## config.mk

```make
export PLATFORM = sky130hd
export DESIGN_NAME = br_amba_iso_seq
export DESIGN_NICKNAME = d
export VERILOG_FILES = /design/src/rtl/br_amba_iso_seq.sv
export SDC_FILE = /design/constraint.sdc
export NUM_CORES = 1
export LEC_CHECK = 0
export BUFFER_PORTS_ARGS = -buffer_cell sky130_fd_sc_hd__buf_2
export CAP_MARGIN = 10
export CORE_AREA = 2 2 39 41
export CTS_CLUSTER_DIAMETER = 30
export DETAILED_ROUTE_END_ITERATION = 7
export DIE_AREA = 0 0 41 43
export GPL_ROUTABILITY_DRIVEN = 0
export SYNTH_ARGS = -nofsm -noshare
export SYNTH_HDL_FRONTEND = slang
export SYNTH_SLANG_ARGS = --single-unit
export TNS_END_PERCENT = 10
```

## constraint.sdc

```tcl
create_clock -name clk -period 4.6 [get_ports clk]
set_input_delay 0.92 -clock clk [delete_from_list [all_inputs] [get_ports clk]]
set_output_delay 0.92 -clock clk [all_outputs]
set_load 0.03 [all_outputs]
```

## src/rtl/br_amba_iso_seq.sv

```systemverilog
// br_amba_iso_seq: orders isolate/release of NumPorts upstream isolators; BR_AMBA_ISO_SEQ_TIMEOUT_EN adds a sticky step timeout
module br_amba_iso_seq #(
  parameter int NumPorts      = 2,
  parameter int TimeoutCycles = 1024
) (
  input  logic                clk,
  input  logic                rst_n,
  input  logic                isolate_req_i,
  output logic                isolate_done_o,
  output logic                busy_o,
  output logic [NumPorts-1:0] port_isolate_req_o,
  input  logic [NumPorts-1:0] port_isolate_done_i,
  input  logic                clear_timeout_i,
  output logic                timeout_err_o
);
  localparam int IW = NumPorts > 1 ? $clog2(NumPorts) : 1;
  localparam logic [IW-1:0] LastIdx = IW'(NumPorts - 1);
  typedef enum logic [1:0] {Idle, Isolating, Isolated, Releasing} state_e;
  state_e state_q, state_d;
  logic [IW-1:0] idx_q, idx_d;
  logic [NumPorts-1:0] req_q, req_d;
  logic done_sel;
  assign done_sel = |(port_isolate_done_i & (NumPorts'(1) << idx_q));
  // next state: requests grow as a thermometer going up, shrink from the top coming down
  always_comb begin
    state_d = state_q;
    idx_d   = idx_q;
    req_d   = req_q;
    case (state_q)
      Idle: if (isolate_req_i) begin
        state_d = Isolating;
        idx_d   = '0;
        req_d   = NumPorts'(1);
      end
      Isolating: if (done_sel) begin
        if (idx_q == LastIdx) state_d = Isolated;
        else begin
          idx_d = idx_q + 1'b1;
          req_d = NumPorts'({req_q, 1'b1});
        end
      end
      Isolated: if (!isolate_req_i) begin
        state_d = Releasing;
        idx_d   = LastIdx;
        req_d   = {NumPorts{1'b1}} >> 1;
      end
      Releasing: if (!done_sel) begin
        if (idx_q == '0) state_d = Idle;
        else begin
          idx_d = idx_q - 1'b1;
          req_d = req_q >> 1;
        end
      end
      default: state_d = Idle;
    endcase
  end
  // sequencer state registers
  always_ff @(posedge clk or negedge rst_n) begin
    if (!rst_n) begin
      state_q <= Idle;
      idx_q   <= '0;
      req_q   <= '0;
    end else begin
      state_q <= state_d;
      idx_q   <= idx_d;
      req_q   <= req_d;
    end
  end
  assign port_isolate_req_o = req_q;
  assign isolate_done_o     = state_q == Isolated;
  assign busy_o             = state_q == Isolating || state_q == Releasing;
`ifdef BR_AMBA_ISO_SEQ_TIMEOUT_EN
  localparam int TW = $clog2(TimeoutCycles + 1);
  logic [TW-1:0] timer_q, timer_d;
  logic err_q, err_d, step;
  assign step    = state_d != state_q || idx_d != idx_q || !busy_o;
  assign timer_d = step ? '0 : timer_q == TW'(TimeoutCycles) ? timer_q : timer_q + 1'b1;
  assign err_d   = timer_d == TW'(TimeoutCycles) || (err_q && !clear_timeout_i);
  // wait timer restarts on any progress; the error flag holds until cleared
  always_ff @(posedge clk or negedge rst_n) begin
    if (!rst_n) begin
      timer_q <= '0;
      err_q   <= 1'b0;
    end else begin
      timer_q <= timer_d;
      err_q   <= err_d;
    end
  end
  assign timeout_err_o = err_q;
`else
  logic unused_timeout;
  assign unused_timeout = clear_timeout_i ^ (TimeoutCycles > 0);
  assign timeout_err_o  = 1'b0;
`endif
  a_state_known: assert property (@(posedge clk) disable iff (!rst_n) !$isunknown(state_q));
  a_req_therm: assert property (@(posedge clk) disable iff (!rst_n) (req_q & (req_q + 1'b1)) == '0);
  a_done_all: assert property (@(posedge clk) disable iff (!rst_n) isolate_done_o |-> &req_q);
endmodule

```

* Yosys cells after proc, flatten, opt, wreduce, memory -nomap -nowiden
Index checks and enable logic that the tools add are counted.
Operators by class: bitwise gates (word level) 1, reduce and logical (&&, ||, !) cells 6, equality and inequality tests 11, shift-type cells 1, add/sub/neg operators 2, multiplexer cells 20
Operators by type and width (count):
- 2-bit two-way mux | 11
- 2-bit != test, second input constant | 8
- 2-bit one-hot mux with 4 select lines | 2
- 6-bit AND reduction | 2
- 1-bit two-way mux | 6
- 2-bit == test, second input constant | 2
- 1-bit one-hot mux with 4 select lines | 1
- 4-bit AND reduction | 1
- 2-bit AND | 1
- 2-bit by 1-bit == test with 1-bit output, second input constant | 1
- 2-bit zero test | 1
- 2-bit OR reduction | 1
- 1-bit by 1-bit << shifter with 2-bit output, first input constant | 1
- 1-bit adder, second input constant | 1
- 1-bit logical OR | 1
- 1-bit subtractor, second input constant | 1
Word-level totals: bits of input ports 6, output and inout port bits 5, bits in registers 5

* Depth between registers and ports, before layout
Gate-level depths: netlist of the first run.
word-level depth 5, mapped depth 6, gate-level depth less buffers 6

* Worst setup path before layout of the first run
OpenSTA, ideal clock, no wires.
path kind register -> output, start point register state_q[1], end point output busy_o, stages on the path, launching flop included 4, slack 2647 ps, arrival time 1033 ps, data required time 3680 ps, path through dfrtp_1 inv_1 ha_1 or2_2
Between the ends: longest elaborated chain between the ends 2
RTL lines:
- start: declaration | RTL line 19 | state_e state_q, state_d;
- start signal: assignment | RTL line 60 | state_q <= Idle;
- start signal: assignment | RTL line 64 | state_q <= state_d;
- 2-bit by 1-bit == test with 1-bit output / 2-bit == test (equally long branches) | RTL line 71 | assign busy_o = state_q == Isolating || state_q == Releasing;
- 1-bit logical OR * | RTL line 71
- end: declaration | RTL line 10 | output logic busy_o,
Every way passes the cells marked *; elsewhere a longest branch is shown, timed or not.

* Worst setup path after layout of the first run
Ends and elaborated chain as after synthesis.

==> results.sh, run 1 <==
export IMPL_crit_arrival_ps=1460
export IMPL_placed_cells=59
export IMPL_routed_wl_um=609
export IMPL_drcViolationCount=0
export IMPL_avgSynthCellArea_um2=10.70
export IMPL_cts_max_level=1
export IMPL_drv_cap=0
export IMPL_setup_tns_final_ps=0
export IMPL_cts_hold_buf=0
export IMPL_die_area_mm2=0.001763
export IMPL_max_freq_mhz=420.1
export IMPL_die_w_um=41
export IMPL_syn_area_um2=385.4
export IMPL_yosysWarnings=0
export IMPL_ant_nets=0
export IMPL_vias=267
export IMPL_critPathMaxStageDelay_ps=410
export IMPL_stdcell_area_um2=464.2
export IMPL_fin_util_pct=33.54
export IMPL_hold_violations=0
export IMPL_grt_pass1_vias=267
export IMPL_area_delta_synth_final_pct=20.45
export IMPL_io_pin_count=11
export IMPL_grt_usage_pct=9.284
export IMPL_path_clk_slew_ps=40
export IMPL_root_buffer="clkbuf_4"
export IMPL_fillers=152
export IMPL_rrSetupSlack_ps=2780
export IMPL_drive_gt1_share_pct=31.91
export IMPL_coreArea_mm2=0.001384
export IMPL_grt_pass1_wl_mm=1.048
export IMPL_rsz0062_at_grt="no"
export IMPL_hold_class="input pin to asynchronous set/reset pin"
export IMPL_leakagePower_uw=0.0002572
export IMPL_cts_tree="built"
export IMPL_maxSlewViolCount=0
export IMPL_r2r_start="state_q[0]"
export IMPL_power_density_mw_per_mm2=840.0
export IMPL_rows=14
export IMPL_wire_per_inst_um=9.667
export IMPL_clk_insertion_delay_late_ps=240
export IMPL_port_buffers=8
export IMPL_start_util_pct=27.85
export IMPL_grt_antenna_before_repair=0
export IMPL_multi_input_area_um2=241.5
export IMPL_cts_sinks=5
export IMPL_gr_total_overflow=0
export IMPL_die_h_um=43
export IMPL_cp_required_ps=3680
export IMPL_status="finished, final reports clean"
export IMPL_finalCritPeriodShare_pct=51.75
export IMPL_placed_area_um2=437.9
export IMPL_ys_ff_latch=5
export IMPL_finalSetupViolations=0
export IMPL_cts_buffers=3
export IMPL_grt_max_degree=7
export IMPL_path_max_fanout=5
export IMPL_post_cts_buffers=0
export IMPL_final_cells=63
export IMPL_seq_area_um2=125.1
export IMPL_path_delay_family="flip-flops"
export IMPL_endpoint_kind="primary output"
export IMPL_synth_yosys_seq_area_share_pct=32.47
export IMPL_nets=60
export IMPL_path_class="flop to primary output"
export IMPL_clock_skew_ps=4.288
export IMPL_finalCriticalPeriod_ps=2380
export IMPL_dr_pass1_iters=2
export IMPL_ctsResizeCount=0
export IMPL_synth_distinct_cells=15
export IMPL_cp_slowest_cell="dfrtp_1"
export IMPL_syn_inst=36
export IMPL_drtIter0Drc=1
export IMPL_hold_ws_ps=483.2
export IMPL_rr_worst_depth=6
export IMPL_antenna_cells=0
export IMPL_viasPerCell=4.238
export IMPL_startpoint_type="flop"
export IMPL_cts_path_max_buffers=2
export IMPL_syn_nets=48
export IMPL_path_cells="inv_1 -> ha_1 -> or2_2 -> buf_2"
export IMPL_max_vdd_ir_drop_uv=314.4
export IMPL_cp_buffers_inverters=2
export IMPL_r2r_end="state_q[1]"
-- layer usage --
metal  part of all wire (%)  track usage [%]
met5                      0                0
met4                      0            2.000
met3                     10            7.853
met2                     44            13.13
met1                     46            10.46
-- through the flow --
step                worst slack [ps]  total power, µW
finish                          2220            389.9
global route                    2131            432.5
CTS                             2196            398.6
detailed placement              2456            346.4
global placement                2459            341.9
floorplan                       2647            295.9
-- worst register-to-register path, delay by kind of cell (launching register included) --
| kind | cells | cell delay, ps |
|---|---|---|
| AOI/OAI and AO/OA | 1 | 220 |
| adders and majority gates | 1 | 220 |
| buffers and inverters | 1 | 110 |
| DFF | 1 | 410 |
| muxes | 2 | 600 |
| and+or+nand+nor | 1 | 140 |
-- sequential cells by signal, indices dropped and copies added (netlist names) --
signal and flops:
idx_q 1, port_isolate_req_o 2, state_q 2
-- cell usage after synthesis --
master / count / area, µm²
inv_1: 3 / 11.26
nor2_1: 1 / 3.750
mux2_1: 1 / 11.26
mux2_4: 3 / 45.04
ha_1: 6 / 75.07
or2_2: 1 / 6.260
and2b_1: 2 / 15.01
dfrtp_1: 5 / 125.1
buf_4: 1 / 7.510
nand2_1: 4 / 15.01
conb_1: 1 / 3.750
a211oi_1: 2 / 15.01
a21oi_1: 1 / 5.000
mux2i_1: 4 / 40.04
nor2b_1: 1 / 6.260
-- where the power goes --
part,switching [µW],internal (µW)
Sequential,24.9,67.3
Combinational,128,120
Clock,16.2,32.7
Total,169,220
-- worst max path at each step --
stage	from	endpoint	slack [ps]	cells after the start
after detailed placement	state_q[1]	busy_o	2460	4
after floorplan	state_q[1]	busy_o	2650	3
after global routing	state_q[1]	busy_o	2130	4
after CTS	state_q[1]	busy_o	2200	4
final	state_q[1]	busy_o	2220	4
after global placement	state_q[1]	busy_o	2460	4
-- cell families (layout without fill, tap and decap cells) --
kind of cell    count (synthesis)  after routing  share of synthesized area, %
flops                           5              5                         32.47
mux                             8              8                         25.00
simple gates                    9              9                         12.01
compound gates                  3              3                         5.192
other cells                     1              1                        0.9731
buf+inv                         4             15                         4.871
fa+ha+maj                       6              6                         19.48
-- cell usage in the layout (no fill, tap or decap), drive strengths merged --
| cell | netlist | final |
|---|---|---|
| ha | 6 | 6 |
| and2b | 2 | 2 |
| nor2 | 1 | 1 |
| a211oi | 2 | 2 |
| mux2 | 4 | 4 |
| dfrtp | 5 | 5 |
| mux2i | 4 | 4 |
| nand2 | 4 | 4 |
| buf | 1 | 8 |
| or2 | 1 | 1 |
| a21oi | 1 | 1 |
| inv | 3 | 3 |
| nor2b | 1 | 1 |
| clkbuf | 0 | 4 |
| conb | 1 | 1 |
-- area by class of cell --
cell class                 count  area share [%]
multi-input combinational     27           52.02
sequential                     5           26.95
timing repair buffer           8           8.625
clock buffer                   4           5.660
tap                           16           4.313
inverter                       3           2.426
(Power assumes the default switching activity.)
==> run 2: changes to the inputs <==
--- a/config.mk
+++ b/config.mk
@@ -5,12 +5,13 @@
 export SDC_FILE = /design/constraint.sdc
 export NUM_CORES = 1
 export LEC_CHECK = 0
+export ABC_AREA = 1
 export BUFFER_PORTS_ARGS = -buffer_cell sky130_fd_sc_hd__buf_2
 export CAP_MARGIN = 10
-export CORE_AREA = 2 2 39 41
+export CORE_MARGIN = 2
+export CORE_UTILIZATION = 35
 export CTS_CLUSTER_DIAMETER = 30
 export DETAILED_ROUTE_END_ITERATION = 7
-export DIE_AREA = 0 0 41 43
 export GPL_ROUTABILITY_DRIVEN = 0
 export SYNTH_ARGS = -nofsm -noshare
 export SYNTH_HDL_FRONTEND = slang
==> constraint.sdc (replaced) <==
create_clock -name clk -period 2.1 [get_ports clk]
set_input_delay 0.42 -clock clk [delete_from_list [all_inputs] [get_ports clk]]
set_output_delay 0.42 -clock clk [all_outputs]
set_load 0.03 [all_outputs]
==> run 2 against run 1 <==
Effect of this change: clock-buffer cell count is the same; clock power grew 120%; sequential power grew 110%; setup slack lost 1900 ps; critical path type unchanged.
==> results.sh, run 2 <==
export IMPL_grt_max_degree=9
export IMPL_io_pin_count=11
export IMPL_startpoint_type="flop"
export IMPL_crit_arrival_ps=1310
export IMPL_synth_xor_area_share_pct=0
export IMPL_syn_nets=79
export IMPL_post_cts_buffers=0
export IMPL_wire_per_inst_um=9.021
export IMPL_syn_area_um2=461.7
export IMPL_cts_sinks=5
export IMPL_rsz0062_at_grt="no"
export IMPL_placed_cells=89
export IMPL_die_w_um=40.32
export IMPL_synth_top_area_share_pct=27.10
export IMPL_yosysWarnings=0
export IMPL_cts_hold_buf=1
export IMPL_synth_distinct_cells=11
export IMPL_rr_worst_depth=8
export IMPL_hold_ws_ps=504.5
export IMPL_leakagePower_uw=0.0003409
export IMPL_die_h_um=40.32
export IMPL_finalCriticalPeriod_ps=1731
export IMPL_port_buffers=8
export IMPL_gr_total_overflow=0
export IMPL_start_util_pct=36.39
export IMPL_grt_antenna_before_repair=0
export IMPL_vias=406
export IMPL_syn_inst=67
export IMPL_cts_tree="built"
export IMPL_yosys_top_cells_count="nand2_1, inv_1, ha_1, nand4_1, dfrtp_1"
export IMPL_synth_edff_count=0
export IMPL_ctsResizeCount=0
export IMPL_drv_cap=0
export IMPL_synth_compound_area_share_pct=0
export IMPL_ys_flop_type="dfrtp_1"
export IMPL_synth_mux_area_share_pct=0
export IMPL_hold_class="flop to flop"
export IMPL_ys_ff_latch=5
export IMPL_synth_most_common_cell="nand2_1"
export IMPL_finalCritPeriodShare_pct=82.41
export IMPL_finalSetupViolations=0
export IMPL_area_delta_synth_final_pct=18.97
export IMPL_die_area_mm2=0.001626
export IMPL_power_uw=841.3
export IMPL_dr_pass1_iters=4
export IMPL_synth_top_family_by_area="simple AND/OR/NAND/NOR gates"
export IMPL_routed_wl_um=848
export IMPL_hold_violations=0
export IMPL_maxSlewViolCount=0
export IMPL_antenna_cells=0
export IMPL_synth_area_top_cells="dfrtp_1, nand2_1, ha_1"
export IMPL_path_clk_slew_ps=40
export IMPL_fillers=136
export IMPL_synth_fa_ha_area_share_pct=16.26
export IMPL_holdPathStages=2
export IMPL_swShare_pct=53.52
export IMPL_setup_tns_final_ps=0
export IMPL_viasPerCell=4.319
export IMPL_mostFrequentLayoutCell="nand2_1"
export IMPL_synth_yosys_seq_area_share_pct=27.10
export IMPL_drtIter0Drc=3
export IMPL_synth_simple_area_share_pct=43.63
export IMPL_power_density_mw_per_mm2=1532
export IMPL_grt_pass1_wl_mm=1.373
export IMPL_clkPwrFrac_pct=12.6
export IMPL_hpwl_um=703.5
export IMPL_p_seq_share_pct=23.2
export IMPL_clk_insertion_delay_late_ps=230
export IMPL_grt_pass1_vias=344
export IMPL_layout_common_cells="nand2_1, inv_1, buf_2"
export IMPL_clock_skew_ps=0.8153
export IMPL_max_freq_mhz=577.9
export IMPL_final_cells=94
export IMPL_cts_path_max_buffers=2
export IMPL_ant_nets=0
export IMPL_rows=13
export IMPL_synth_async_reset_ratio_pct=100.0
export IMPL_status="finished, final reports clean"
export IMPL_power_frac_comb_pct=64.2
export IMPL_path_class="flop to primary output"
export IMPL_power_internal_uw=391.0
export IMPL_max_vdd_ir_drop_uv=604.1
export IMPL_nets=92
export IMPL_path_max_fanout=5
export IMPL_drcViolationCount=0
export IMPL_coreArea_mm2=0.001269
export IMPL_avgSynthCellArea_um2=6.891
export IMPL_p_switching_uw=450.3
export IMPL_root_buffer="clkbuf_4"
export IMPL_cts_max_level=1
export IMPL_drive_gt1_share_pct=21.52
export IMPL_synth_top_cell_by_area="dfrtp_1"
export IMPL_cp_required_ps=1680
export IMPL_grt_usage_pct=13.02
export IMPL_cts_buffers=3
export IMPL_endpoint_kind="primary output"
run 2: changes by cell type after synthesis, sizes merged:
| cell | before | now |
|---|---|---|
| mux2 | 4 | 0 |
| inv | 3 | 13 |
| nand3 | 0 | 6 |
| nand4 | 0 | 6 |
| mux2i | 4 | 0 |
| a211oi | 2 | 0 |
| nand2 | 4 | 29 |
| nor2b | 1 | 0 |
| nor2 | 1 | 0 |
| and2b | 2 | 0 |
| a21oi | 1 | 0 |
| or2 | 1 | 0 |
run 2: final cells by class:
cell class                      count  area [µm²]  area share [%]
Sequential cell                     5       125.1           22.78
Tap cell                           15       18.77           3.417
Multi-Input combinational cell     48       280.3           51.03
Timing Repair Buffer                9       50.05           9.112
Clock buffer                        4       26.28           4.784
Inverter                           13       48.80           8.884
run 2: worst paths after layout:
| check | from | endpoint | slack [ps] |
|---|---|---|---|
| worst max-delay path | state_q[1] | busy_o | 370 |
| worst min-delay path | port_isolate_req_o[1] | port_isolate_req_o[1] | 500 |
| worst max register to register | state_q[1] | port_isolate_req_o[0] | 730 |
| worst min register to register | port_isolate_req_o[1] | port_isolate_req_o[1] | 500 |
| max in group asynchronous | rst_n | port_isolate_req_o[1] | 1450 |
| min in group asynchronous | rst_n | state_q[1] | 530 |
run 2: critical path, stage by stage, from the launching register on:
cell	delay (ps)
dfrtp_1	420
inv_1	120
ha_1	180
inv_1	60
nand2_1	90
buf_2	200
run 2: metrics by stage:
stage	cell area [µm²]	util, %	setup WS, ps
2_1_floorplan	461.7	-	702.7
4_1_cts	549.3	43.29	351.8
3_5_place_dp	513.0	40.43	613.0
5_1_grt	549.3	43.29	253.5
3_3_place_gp	513.0	40.43	624.6
6_report	549.3	43.29	369.5
run 2: routing by layer:
| metal | track usage (%) | routed length [µm] |
|---|---|---|
| met3 | 3.333 | 25 |
| met1 | 16.78 | 429 |
| met4 | 5.000 | 0 |
| met2 | 20.63 | 393 |
| met5 | 0 | 0 |
run 2: power groups by stage:
stage	Sequential (µW)	Clock (µW)	Combinational, µW
floorplan	211	0	400
global placement	196	0	530
detailed placement	198	0	536
CTS	196	113	539
global route	205	118	616
finish	195	106	540
run 2: kinds of logic after synthesis:
kind of cell,after synthesis
adders and majority gates,6
DFF,5
and+or+nand+nor,41
other,1
buffers and inverters,14
==> run 3: changes to the inputs <==
==> constraint.sdc (replaced) <==
create_clock -name clk -period 1.65 [get_ports clk]
set_input_delay 0.33 -clock clk [delete_from_list [all_inputs] [get_ports clk]]
set_output_delay 0.33 -clock clk [all_outputs]
set_load 0.03 [all_outputs]
==> run 3 against run 2 <==
Effect of this change: hold slack got worse by 65 ps; sequential power up 29%; total power rose by 29%; clock power up 24%; non-clock buffer count is the same; flip-flop and latch count stayed put; cell count stayed put; clock-buffer cell count stayed put; sequential share of layout area shrank 0.18 points; first-iteration DRC count is 67% higher; setup slack lost 250 ps; global-route usage rose by 0.56 points; critical endpoint unchanged; largest power group unchanged; highest routed layer is now met4.
==> results.sh, run 3 (synthesis gave the netlist of run 2 again) <==
export IMPL_status="finished, final reports clean"
export IMPL_cts_buffers=3
export IMPL_fillers=146
export IMPL_vias=412
export IMPL_grt_usage_pct=13.58
export IMPL_drtIter0Drc=5
export IMPL_hold_violations=0
export IMPL_layout_common_cells="nand2_1, inv_1, buf_2"
export IMPL_die_area_mm2=0.001626
export IMPL_swShare_pct=52.18
export IMPL_start_util_pct=36.39
export IMPL_setup_tns_final_ps=0
export IMPL_power_internal_uw=520.7
export IMPL_port_buffers=8
export IMPL_r2r_end="state_q[0]"
export IMPL_cts_path_max_buffers=2
export IMPL_wire_per_inst_um=8.862
export IMPL_ant_nets=0
export IMPL_drive_gt1_share_pct=25.32
export IMPL_post_cts_buffers=0
export IMPL_hold_class="input pin to asynchronous set/reset pin"
export IMPL_mostFrequentLayoutCell="nand2_1"
export IMPL_cts_max_level=1
export IMPL_crit_arrival_ps=1200
export IMPL_routed_wl_um=833
export IMPL_dr_pass1_iters=3
export IMPL_clock_skew_ps=1.232
export IMPL_grt_pass1_wl_mm=1.435
export IMPL_finalCriticalPeriod_ps=1535
export IMPL_finalCritPeriodShare_pct=93.00
export IMPL_root_buffer="clkbuf_4"
export IMPL_seq_area_um2=126.4
export IMPL_power_frac_comb_pct=64.8
export IMPL_die_h_um=40.32
export IMPL_nets=92
export IMPL_coreArea_mm2=0.001269
export IMPL_path_clk_slew_ps=40
export IMPL_fin_util_pct=44.08
export IMPL_gr_total_overflow=0
export IMPL_area_delta_synth_final_pct=21.14
export IMPL_multi_input_area_um2=282.8
export IMPL_max_vdd_ir_drop_uv=871.8
export IMPL_endpoint_kind="primary output"
export IMPL_clkPwrFrac_pct=12.0
export IMPL_grt_antenna_before_repair=0
export IMPL_cp_required_ps=1320
export IMPL_pre_cts_slack_ps=250.7
export IMPL_hpwl_um=715.3
export IMPL_path_class="flop to primary output"
export IMPL_leakagePower_uw=0.0003393
export IMPL_max_freq_mhz=651.7
export IMPL_rsz0062_at_grt="no"
export IMPL_startpoint="state_q[1]"
export IMPL_hold_ws_ps=439.9
export IMPL_antenna_cells=0
export IMPL_drv_cap=0
export IMPL_maxSlewViolCount=0
export IMPL_die_w_um=40.32
export IMPL_path_max_fanout=5
export IMPL_startpoint_type="flop"
export IMPL_io_pin_count=11
export IMPL_viasPerCell=4.383
export IMPL_cts_tree="built"
export IMPL_finalSetupViolations=0
export IMPL_rr_worst_depth=8
export IMPL_p_seq_share_pct=23.1
export IMPL_grt_max_degree=9
export IMPL_drcViolationCount=0
export IMPL_power_uw=1089
export IMPL_rows=13
export IMPL_clk_insertion_delay_late_ps=230
export IMPL_grt_pass1_vias=366
export IMPL_power_density_mw_per_mm2=1947
export IMPL_p_switching_uw=568.1
export IMPL_cp_endpoint="busy_o"
export IMPL_rrSetupSlack_ps=280
export IMPL_cts_sinks=5
export IMPL_r2r_start="state_q[0]"
export IMPL_fin_ws_ps=115.4
run 3: cell count changes in the layout (fill, tap and decap cells not counted):
cell,before,now
inv_1,11,10
inv_2,2,3
ha_1,6,5
dfrtp_1,5,4
buf_2,8,7
buf_6,0,1
ha_2,0,1
dfrtp_2,0,1
run 3: metrics by stage:
stage	std cells	area, µm²
global route	94	559.3
global placement	89	513.0
CTS	94	551.8
finish	94	559.3
floorplan	67	461.7
detailed placement	89	513.0
run 3: power by group through the flow:
stage | combinational (µW) | clock, µW | sequential [µW]
after CTS | 698 | 138 | 250
after global routing | 815 | 146 | 264
after detailed placement | 685 | 0 | 252
final | 706 | 131 | 252
after floorplan | 509 | 0 | 269
after global placement | 674 | 0 | 250
run 3: how the worst min path moves through the flow:
| stage | slack (ps) | to |
|---|---|---|
| 2_1_floorplan | 30 | idx_q |
| 3_3_place_gp | 150 | port_isolate_req_o[0] |
| 3_5_place_dp | 150 | idx_q |
| 4_1_cts | 430 | port_isolate_req_o[1] |
| 5_1_grt | 440 | idx_q |
| 6_report | 440 | port_isolate_req_o[1] |
run 3: final cells by class:
class                           instances  share of cell area (%)
Clock buffer                            4                   4.698
Inverter                               13                   8.725
Multi-Input combinational cell         48                   50.56
Sequential cell                         5                   22.60
Tap cell                               15                   3.356
Timing Repair Buffer                    9                   10.07
run 3: critical path, cell delays in order (launching register included):
cell	delay [ps]
dfrtp_2	430
inv_2	80
ha_2	180
inv_1	50
nand2_1	90
buf_6	140
run 3: metal layers:
layer / wire length, µm / vias up / GRT usage, %
met5: 0 / - / 0
met4: 5 / 0 / 5.000
met3: 29 / 2 / 3.333
met2: 394 / 6 / 22.62
met1: 403 / 173 / 16.72
li1: - / 231 / -
run 3: what timing repair did:
| item | 4_1_cts | 5_1_grt |
|---|---|---|
| endpoints found under the setup margin | 1 | 1 |
| gates resized for setup | 1 | 4 |
| hold endpoints to repair | 5 | 0 |
| hold buffers | 1 | 0 |
| cloned | 0 | 0 |
